`config.mk`:
```
export PLATFORM = sky130hd
export DESIGN_NAME = uart_tx
export DESIGN_NICKNAME = d
export VERILOG_FILES = /design/src/rtl/uart_tx.sv
export SDC_FILE = /design/constraint.sdc
export NUM_CORES = 1
export LEC_CHECK = 0
export CORE_ASPECT_RATIO = 0.8
export CORE_MARGIN = 2
export CORE_UTILIZATION = 40
export CTS_BUF_LIST = sky130_fd_sc_hd__clkbuf_8
export CTS_CLUSTER_DIAMETER = 150
export DETAILED_ROUTE_END_ITERATION = 10
export PLACE_DENSITY_LB_ADDON = 0.15
export SLEW_MARGIN = 15
export SYNTH_ARGS = -nofsm -noshare
export SYNTH_HDL_FRONTEND = slang
export SYNTH_SLANG_ARGS = --single-unit
export TNS_END_PERCENT = 100
```
`constraint.sdc`:
```
create_clock -name clk_16bd -period 2.5 [get_ports clk_16bd]
set_clock_uncertainty 0.2 [all_clocks]
set_input_delay 0.375 -clock clk_16bd [delete_from_list [all_inputs] [get_ports clk_16bd]]
set_output_delay 0.375 -clock clk_16bd [all_outputs]
set_load 0.05 [all_outputs]
```
`src/rtl/uart_tx.sv`:
```
// UART transmitter clocked at 16x baud: start bit, 5..9 data bits (LSB first),
// optional even/odd parity, and one or two stop bits, with a ready/valid handshake.
module uart_tx (
  input  logic       clk_16bd,
  input  logic       rst_n,
  input  logic [8:0] data,
  input  logic       data_valid,
  output logic       ready,
  input  logic       parity,
  input  logic       parity_type,
  input  logic       stop_bits,
  input  logic [3:0] frame_length,
  output logic       Tx,
  output logic       tx_done
);

  typedef enum logic [2:0] {
    IDLE   = 3'd0,
    START  = 3'd1,
    DATA   = 3'd2,
    PARITY = 3'd3,
    STOP   = 3'd4
  } state_t;

  state_t     r_state;
  logic [3:0] r_sampleCnt;
  logic [3:0] r_dataCnt;
  logic [8:0] r_data;
  logic       r_parityEn;
  logic       r_parityType;
  logic       r_stopBits;
  logic [3:0] r_len;
  logic       r_tx;
  logic       r_txDone;

  state_t     w_stateNext;
  logic [3:0] w_sampleCntNext;
  logic [3:0] w_dataCntNext;
  logic       w_txNext;
  logic       w_txDoneNext;
  logic       w_accept;
  logic [3:0] w_len;
  logic [8:0] w_mask;
  logic       w_parityBit;
  logic       w_bitEnd;

  assign ready       = (r_state == IDLE);
  assign w_accept    = ready && data_valid;
  assign w_bitEnd    = (r_sampleCnt == 4'd15);
  // Bits above L are zeroed at capture, so parity can cover the whole register.
  assign w_parityBit = (^r_data) ^ r_parityType;
  assign Tx          = r_tx;
  assign tx_done     = r_txDone;

  always_comb begin
    w_len = frame_length;
    if (frame_length < 4'd5) begin
      w_len = 4'd5;
    end else if (frame_length > 4'd9) begin
      w_len = 4'd9;
    end
    w_mask = '0;
    for (int i = 0; i < 9; i++) begin
      w_mask[i] = (4'(i) < w_len);
    end
  end

  // Tx is computed for the state being entered so the registered line changes
  // on the same edge as the state.
  always_comb begin
    w_stateNext     = r_state;
    w_sampleCntNext = r_sampleCnt + 4'd1;
    w_dataCntNext   = r_dataCnt;
    w_txNext        = 1'b1;
    w_txDoneNext    = 1'b0;
    case (r_state)
      IDLE: begin
        w_sampleCntNext = 4'd0;
        w_dataCntNext   = 4'd0;
        if (data_valid) begin
          w_stateNext = START;
          w_txNext    = 1'b0;
        end
      end
      START: begin
        w_txNext = 1'b0;
        if (w_bitEnd) begin
          w_stateNext   = DATA;
          w_dataCntNext = 4'd0;
          w_txNext      = r_data[0];
        end
      end
      DATA: begin
        w_txNext = r_data[r_dataCnt];
        if (w_bitEnd) begin
          if (r_dataCnt == r_len - 4'd1) begin
            w_dataCntNext = 4'd0;
            if (r_parityEn) begin
              w_stateNext = PARITY;
              w_txNext    = w_parityBit;
            end else begin
              w_stateNext = STOP;
              w_txNext    = 1'b1;
            end
          end else begin
            w_dataCntNext = r_dataCnt + 4'd1;
            w_txNext      = r_data[r_dataCnt + 4'd1];
          end
        end
      end
      PARITY: begin
        w_txNext = w_parityBit;
        if (w_bitEnd) begin
          w_stateNext   = STOP;
          w_dataCntNext = 4'd0;
          w_txNext      = 1'b1;
        end
      end
      STOP: begin
        if (w_bitEnd) begin
          if (r_stopBits && (r_dataCnt == 4'd0)) begin
            w_dataCntNext = 4'd1;
          end else begin
            w_stateNext   = IDLE;
            w_dataCntNext = 4'd0;
            w_txDoneNext  = 1'b1;
          end
        end
      end
      default: begin
        w_stateNext     = IDLE;
        w_sampleCntNext = 4'd0;
        w_dataCntNext   = 4'd0;
        w_txNext        = 1'b1;
      end
    endcase
  end

  always_ff @(posedge clk_16bd or negedge rst_n) begin
    if (!rst_n) begin
      r_state      <= IDLE;
      r_sampleCnt  <= 4'd0;
      r_dataCnt    <= 4'd0;
      r_data       <= 9'd0;
      r_parityEn   <= 1'b0;
      r_parityType <= 1'b0;
      r_stopBits   <= 1'b0;
      r_len        <= 4'd0;
      r_tx         <= 1'b1;
      r_txDone     <= 1'b0;
    end else begin
      r_state     <= w_stateNext;
      r_sampleCnt <= w_sampleCntNext;
      r_dataCnt   <= w_dataCntNext;
      r_tx        <= w_txNext;
      r_txDone    <= w_txDoneNext;
      if (w_accept) begin
        r_data       <= data & w_mask;
        r_parityEn   <= parity;
        r_parityType <= parity_type;
        r_stopBits   <= stop_bits;
        r_len        <= w_len;
      end
    end
  end

endmodule

```
==> results of run 1 <==
-- cells in the mapped netlist (4+ instances only) --
| library cell | instances |
|---|---|
| sky130_fd_sc_hd__dfrtp_1 | 28 |
| sky130_fd_sc_hd__nand2_1 | 16 |
| sky130_fd_sc_hd__nor2_1 | 15 |
| sky130_fd_sc_hd__mux2_1 | 10 |
| sky130_fd_sc_hd__xnor2_1 | 9 |
| sky130_fd_sc_hd__nand3_1 | 8 |
| sky130_fd_sc_hd__inv_1 | 7 |
| sky130_fd_sc_hd__xor2_1 | 6 |
| sky130_fd_sc_hd__a31oi_1 | 5 |
| sky130_fd_sc_hd__o21ai_1 | 5 |
| sky130_fd_sc_hd__a21oi_1 | 4 |
| sky130_fd_sc_hd__ha_1 | 4 |
| sky130_fd_sc_hd__nor3_1 | 4 |
-- state kept, by name, summed over array words and instances, names as in the netlist --
register,flops
r_stopBits,1
r_sampleCnt,4
tx_done,1
r_parityType,1
r_dataCnt,4
r_parityEn,1
r_len,4
r_data,9
Tx,1
r_state,3
-- routing by layer --
metal | vias to the layer above | part of all wire (%) | routed length [um]
met5 | - | 0 | 0
met4 | 0 | 0.94 | 36
met3 | 4 | 5.7 | 218
met2 | 32 | 44 | 1700
met1 | 680 | 49 | 1880
li1 | 677 | - | -
-- final timing paths --
| kind | startpoint | end | cells past startpoint |
|---|---|---|---|
| max in group asynchronous | rst_n | Tx$_DFF_PN1_ | 2 |
| hold / removal | r_sampleCnt[0]$_DFF_PN0_ | r_sampleCnt[0]$_DFF_PN0_ | 1 |
| hold reg to reg | r_sampleCnt[0]$_DFF_PN0_ | r_sampleCnt[0]$_DFF_PN0_ | 1 |
| min in group asynchronous | rst_n | r_parityType$_DFFE_PN0P_ | 2 |
| setup reg to reg | r_dataCnt[0]$_DFFE_PN0P_ | Tx$_DFF_PN1_ | 6 |
| setup / recovery | r_dataCnt[0]$_DFFE_PN0P_ | Tx$_DFF_PN1_ | 6 |
-- kinds of logic (layout without fill, tap and decap cells) --
group | count (synthesis) | in the layout | synth area share [%]
AO/OA/AOI/OAI | 38 | 38 | 15.6
XOR/XNOR | 18 | 18 | 10.8
adder cells (fa/ha/maj) | 4 | 4 | 2.81
buffers and inverters | 18 | 43 | 4.98
flip-flops | 29 | 29 | 40.7
multiplexers | 15 | 15 | 10.6
AND/OR/NAND/NOR | 54 | 54 | 14.5
-- worst register-to-register path: stages, from the launching register on --
cell and delay, ps:
sky130_fd_sc_hd__dfrtp_2 440, sky130_fd_sc_hd__inv_2 80, sky130_fd_sc_hd__ha_1 330, sky130_fd_sc_hd__mux2_1 340
sky130_fd_sc_hd__o311a_1 290, sky130_fd_sc_hd__a211o_1 290, sky130_fd_sc_hd__a211o_1 270
-- where the power goes --
group	internal, mW	switching [mW]
logic	0.646	0.620
clock network	0.248	0.176
registers	0.671	0.262
total	1.57	1.06
-- layout make-up --
type / instances / area share, %
multi-input combinational: 129 / 45.1
sequential: 29 / 33.8
timing repair buffer: 27 / 11.7
clock buffer: 7 / 4.47
tap: 57 / 3.31
inverter: 8 / 1.39
clock inverter: 1 / 0.232
-- metrics by stage --
| step | instance area (sq um) | utilization, % | cells |
|---|---|---|---|
| 2_1_floorplan | 1790 | - | 176 |
| 3_3_place_gp | 2050 | 48.6 | 250 |
| 3_5_place_dp | 2050 | 48.6 | 250 |
| 4_1_cts | 2160 | 51.0 | 258 |
| 5_1_grt | 2160 | 51.0 | 258 |
| 6_report | 2160 | 51.0 | 258 |
==> Flow_metrics.wiki, run 1 <==
{| class="wikitable"
! Metric !! Value
|-
| Result of the run || complete, no violations
|-
| Synth Register Bits || 29
|-
| Yosys top cell by area || sky130_fd_sc_hd__dfrtp_1
|-
| Crit path capture type || register
|-
| Setup tns final || 0 ps
|-
| Overall overflow remaining after global route || 0
|-
| Total vias in the final route || 1393
|-
| Power density over the cells || 1220 nW/um^2
|-
| Transition time at the pin with the least slew margin || about 510 ps
|-
| Largest net degree at the start of global routing || 30
|-
| Commonest cells after routing, fill and taps aside || sky130_fd_sc_hd__dfrtp_1, sky130_fd_sc_hd__clkdlybuf4s50_1, sky130_fd_sc_hd__nand2_1, sky130_fd_sc_hd__nor2_1, sky130_fd_sc_hd__mux2_1
|-
| Min Hold Slack || 255 ps
|-
| Final hold violation count || 0
|-
| Maximum ir drop on the vdd rail || around 560 uV
|-
| Worst setup SP type || register
|-
| Relative slew slack || 65.6%
|-
| Sinks on the clock net || 29
|-
| Post-Route WL || 3840 um
|-
| Met2 track utilization from global routing || a little over a quarter
|-
| Multi-input gate area in the final layout || roughly 970 sq um
|-
| Number of filler instances in the final layout || 403
|-
| Clock slew at the register clock pins of the worst setup and hold paths || 70 ps
|-
| Kind of cell adding the most delay to the critical path || compound AO/OA/AOI/OAI gates
|-
| Top-Level Pins || 22
|-
| Number of routed nets with antenna violations || 0
|-
| Crit-path slowest cell || sky130_fd_sc_hd__dfrtp_2
|-
| Number of vias per cell || about 5.4
|-
| Leakage power summed over all cells || 0.916 nW
|-
| Number of detailed-routing iterations run before antenna repair || 4
|-
| Syn avg cell area || about 10 sq um
|-
| Most frequently used flop master after synthesis || sky130_fd_sc_hd__dfrtp_1
|-
| Routed len/inst || 14.9 um
|-
| Buffers added on ports || 21
|-
| Number of placement rows || 21
|-
| Max Root-Sink Buffers || 2
|-
| Proportion of synthesized chip area in sequential cells || approximately two fifths
|-
| Setup violations, final || 0
|-
| Minimum setup slack after placement || 137 ps
|-
| Final slew viol count || 0
|-
| Synth-to-layout area growth || 20.9%
|-
| Peak per-stage delay on the critical path || 440 ps
|-
| Fmax || 0.432 GHz
|-
| Post-detailed-placement half-perimeter wirelength || 2840 um
|-
| Slack of the worst reg-to-reg path || 190 ps
|-
| Register cell area after layout || 728 sq um
|-
| Synth cell types || 55
|-
| Post-CTS resize count || 0
|-
| Most common library cell in the layout ignoring fill and taps || sky130_fd_sc_hd__dfrtp_1
|-
| GR Layer Usage met1 || 24.3%
|-
| Library cell used as clock root buffer || sky130_fd_sc_hd__clkbuf_8
|-
| Met3 track utilization from global routing || 4.66%
|-
| Global routing's busiest layer || met2
|-
| Asr flop ratio synth || 100%
|-
| Floorplan die height || 63.7 um
|-
| Vias in the first global route || 1449
|-
| Maximum level of the CTS H-tree || 2
|-
| Number of CTS-inserted buffers || 5
|-
| Starting density of the core || around 42%
|-
| Die X || ~79 um
|-
| Critical path arrival || 2320 ps
|-
| Number of buffers added for setup after CTS || 0
|-
| YS warnings || 0
|-
| Final period demand of the worst path || 2310 ps
|-
| Number of synthesized flops with an enable pin || 0
|-
| Post-route total power || about 2.6 mW
|-
| Setup repair after global routing missed its margin || no
|-
| Critical setup path kind || register to register
|-
| Die area || 5010 sq um
|-
| Synth top area share || about 39%
|-
| Core area || 4230 sq um
|-
| Cell mode on critical path || sky130_fd_sc_hd__a211o_1
|-
| Wire length of the first global-routing pass || 6810 um
|-
| Portion of the clock cycle consumed by the worst path in the final layout || 92.6%
|-
| Area contributors post-synth || sky130_fd_sc_hd__dfrtp_1, sky130_fd_sc_hd__mux2_1, sky130_fd_sc_hd__xnor2_1
|-
| Nets || 223
|-
| Initial antenna violation count || 0
|-
| Mapped Cells || 176
|-
| Worst Slack Setup Final || 185 ps
|-
| TritonCTS clock tree || yes
|-
| Final routed DRC violation total || 0
|-
| Number of antenna cells inserted || 0
|-
| GRT Util Overall || 17.5%
|-
| Critical Path RT || 2510 ps
|-
| Class of the tightest hold or removal check || register to register
|-
| Area of the mapped netlist || 1780 sq um
|-
| CP bufs+invs || 1
|-
| First DRT Iteration DRCs || 80
|-
| Critical path cell sequence || inv_2 > ha_1 > mux2_1 > o311a_1 > a211o_1 > a211o_1
|-
| Post-synthesis net count || about 200
|-
| GP Congestion || 0.886
|-
| Hold-fix buffer count after cts || 0
|-
| Total of max-cap violations || 0
|-
| Worst-skew pair later-pin latency || 280 ps
|-
| Peak fanout along the critical path || 8
|-
| Layout cells sized above 1 || 14.9%
|}
Note: power is estimated with default switching activity, not from simulation.
==> run 2, diff against run 1 <==
--- a/config.mk
+++ b/config.mk
@@ -5,12 +5,12 @@
 export SDC_FILE = /design/constraint.sdc
 export NUM_CORES = 1
 export LEC_CHECK = 0
-export CORE_ASPECT_RATIO = 0.8
 export CORE_MARGIN = 2
 export CORE_UTILIZATION = 40
 export CTS_BUF_LIST = sky130_fd_sc_hd__clkbuf_8
 export CTS_CLUSTER_DIAMETER = 150
 export DETAILED_ROUTE_END_ITERATION = 10
+export MAX_ROUTING_LAYER = met4
 export PLACE_DENSITY_LB_ADDON = 0.15
 export SLEW_MARGIN = 15
 export SYNTH_ARGS = -nofsm -noshare
==> run 2 against run 1 <==
Total power is 3.5% lower. Count of clock-buffer cells in the layout is 2 lower. Clock power is 17% lower. Core utilization is 1.9 points lower. Wire length is 6.7% lower. Sequential share of layout area is 0.52 points higher. First-iteration DRC count is 44% lower. Non-clock buffer count is 1 lower. Die area hardly changed. Critical endpoint unchanged.
==> Flow_metrics.wiki, run 2 (synthesis gave the netlist of run 1 again) <==
{| class="wikitable"
! Metric !! Value
|-
| Sequential power share || a little over a third
|-
| Overall overflow remaining after global route || 0
|-
| End-of-flow core utilization || 49.0%
|-
| Number of filler instances in the final layout || between 400 and 500
|-
| Number of placement rows || 24
|-
| Total of max-cap violations || 0
|-
| Post-detailed-placement half-perimeter wirelength || 2720 um
|-
| Setup repair after global routing missed its margin || no
|-
| Cell mode on critical path || sky130_fd_sc_hd__a211o_1
|-
| Core area || 4320 sq um
|-
| Number of antenna cells inserted || 0
|-
| Floorplan die height || 70.8 um
|-
| Peak fanout along the critical path || 7
|-
| Top-Level Pins || 22
|-
| Non-filler cells, final || about 250
|-
| Critical path arrival || 2310 ps
|-
| Total instance count after detailed placement || 244
|-
| Peak per-stage delay on the critical path || 410 ps
|-
| Leakage power summed over all cells || just over 0.9 nW
|-
| Nets || 222
|-
| Clock slew at the register clock pins of the worst setup and hold paths || 60 ps
|-
| Library cell used as clock root buffer || sky130_fd_sc_hd__clkbuf_8
|-
| Critical Path RT || ~2500 ps
|-
| Number of routed nets with antenna violations || 0
|-
| Post-route total power || 2.53 mW
|-
| Portion of the clock cycle consumed by the worst path in the final layout || 92.4%
|-
| First DRT Iteration DRCs || 45
|-
| Sw Ratio || 41.0%
|-
| Sinks on the clock net || 29
|-
| Total vias in the final route || 1346
|-
| Layout cells sized above 1 || between 10% and 20%
|-
| Part of the power in the clock network || 13.9%
|-
| Die area || 5010 sq um
|-
| Final routed DRC violation total || 0
|-
| Starting density of the core || 41.3%
|-
| Relative slew slack || between 60% and 70%
|-
| Post-Route WL || 3580 um
|-
| Maximum level of the CTS H-tree || 2
|-
| Synth-to-layout area growth || 18.9%
|-
| Critical path cell sequence || inv_1 > ha_1 > mux2_1 > o311a_1 > a211o_1 > a211o_1
|-
| Final slew viol count || 0
|-
| Transition time at the pin with the least slew margin || 487 ps
|-
| Vias in the first global route || 1385
|-
| Die X || 70.8 um
|-
| Most common library cell in the layout ignoring fill and taps || sky130_fd_sc_hd__dfrtp_1
|-
| Power density over the cells || between 1000 and 1500 nW/um^2
|-
| Wire length of the first global-routing pass || 6490 um
|-
| Maximum ir drop on the vdd rail || 574 uV
|-
| Max Root-Sink Buffers || 2
|-
| Switching pwr || just over 1 mW
|-
| Hold-fix buffer count after cts || 0
|-
| Buffers added on ports || 21
|-
| Initial antenna violation count || 0
|-
| Cell internal pwr || ~1.5 mW
|-
| Post-CTS resize count || 0
|-
| Number of buffers added for setup after CTS || 0
|-
| Number of detailed-routing iterations run before antenna repair || 4
|-
| GP Congestion || 0.939
|-
| Routed len/inst || 14.2 um
|-
| Number of vias per cell || 5.34
|-
| Worst setup SP type || register
|-
| Number of CTS-inserted buffers || 5
|-
| Commonest cells after routing, fill and taps aside || sky130_fd_sc_hd__dfrtp_1, sky130_fd_sc_hd__clkdlybuf4s50_1, sky130_fd_sc_hd__nand2_1, sky130_fd_sc_hd__nor2_1
|-
| Area after detailed placement || 2040 sq um
|-
| Largest net degree at the start of global routing || 30
|-
| Largest reg by FF count || r_data
|-
| Crit path capture type || register
|-
| Final hold violation count || 0
|-
| Final cell area excluding filler cells || 2120 sq um
|-
| Setup violations, final || 0
|-
| Result of the run || complete, no violations
|-
| Flip-flop count of the largest register after layout || 9
|-
| Crit-path slowest cell || sky130_fd_sc_hd__ha_1
|-
| GRT Util Overall || 16.7%
|-
| Setup tns final || 0 ps
|-
| Fmax || 0.433 GHz
|-
| TritonCTS clock tree || yes
|-
| Final period demand of the worst path || between 2000 and 2500 ps
|-
| Combinational group share of total power || about half
|-
| Worst-skew pair later-pin latency || 280 ps
|-
| Class of the tightest hold or removal check || register to register
|-
| Critical setup path kind || register to register
|}
## run 2: changes by cell type in the layout (fill, tap and decap cells not counted)
cell,change
sky130_fd_sc_hd__inv_1,+3
sky130_fd_sc_hd__clkbuf_8,-2
sky130_fd_sc_hd__buf_4,-1
sky130_fd_sc_hd__clkinv_2,-1
sky130_fd_sc_hd__dfrtp_1,+1
sky130_fd_sc_hd__dfrtp_2,-1
## run 2: per-layer routing
layer,global-route usage [%],up-vias,routed length [um]
li1,-,672,-
met4,5.24,0,42
met3,4.70,6,138
met2,25.8,28,1700
met5,-,-,0
met1,21.5,640,1700
## run 2: metrics by stage
stage	hold slack, ps	setup slack (ps)
2_1_floorplan	-121	57.9
3_3_place_gp	251	264
3_5_place_dp	255	203
4_1_cts	266	191
5_1_grt	286	55.4
6_report	262	191
## run 2: path summary, 6_finish.rpt
kind	cells past startpoint	from	slack, ps	end
setup / recovery	6	r_dataCnt[1]$_DFFE_PN0P_	190	Tx$_DFF_PN1_
hold / removal	1	r_sampleCnt[0]$_DFF_PN0_	260	r_sampleCnt[0]$_DFF_PN0_
setup reg to reg	6	r_dataCnt[1]$_DFFE_PN0P_	190	Tx$_DFF_PN1_
hold reg to reg	1	r_sampleCnt[0]$_DFF_PN0_	260	r_sampleCnt[0]$_DFF_PN0_
max in group asynchronous	2	rst_n	1510	Tx$_DFF_PN1_
min in group asynchronous	2	rst_n	280	r_sampleCnt[0]$_DFF_PN0_
## run 2: cell type report
cell class              instances  area (sq um)  area share [%]
inverters                       8          30.0            1.42
clock inverters                 3          11.3           0.531
flip-flops and latches         29           727            34.3
clock buffers                   5          68.8            3.24
multi-input cells             129           973            45.9
repair buffers                 26           245            11.6
well taps                      52          65.1            3.07
## run 2: power groups by stage
| stage | clock network, mW | logic [mW] | registers, mW |
|---|---|---|---|
| CTS | 0.362 | 1.30 | 0.898 |
| global placement | 0 | 1.26 | 0.904 |
| global route | 0.401 | 1.42 | 0.935 |
| detailed placement | 0 | 1.29 | 0.908 |
| floorplan | 0 | 1.05 | 0.846 |
| finish | 0.353 | 1.28 | 0.897 |
## run 2: critical path, delay by kind of cell, from the launching register on
kind                       cells  cell delay [ps]
AOI/OAI and AO/OA              3              840
adders and majority gates      1              410
muxes                          1              370
DFF                            1              350
buffers and inverters          1               60
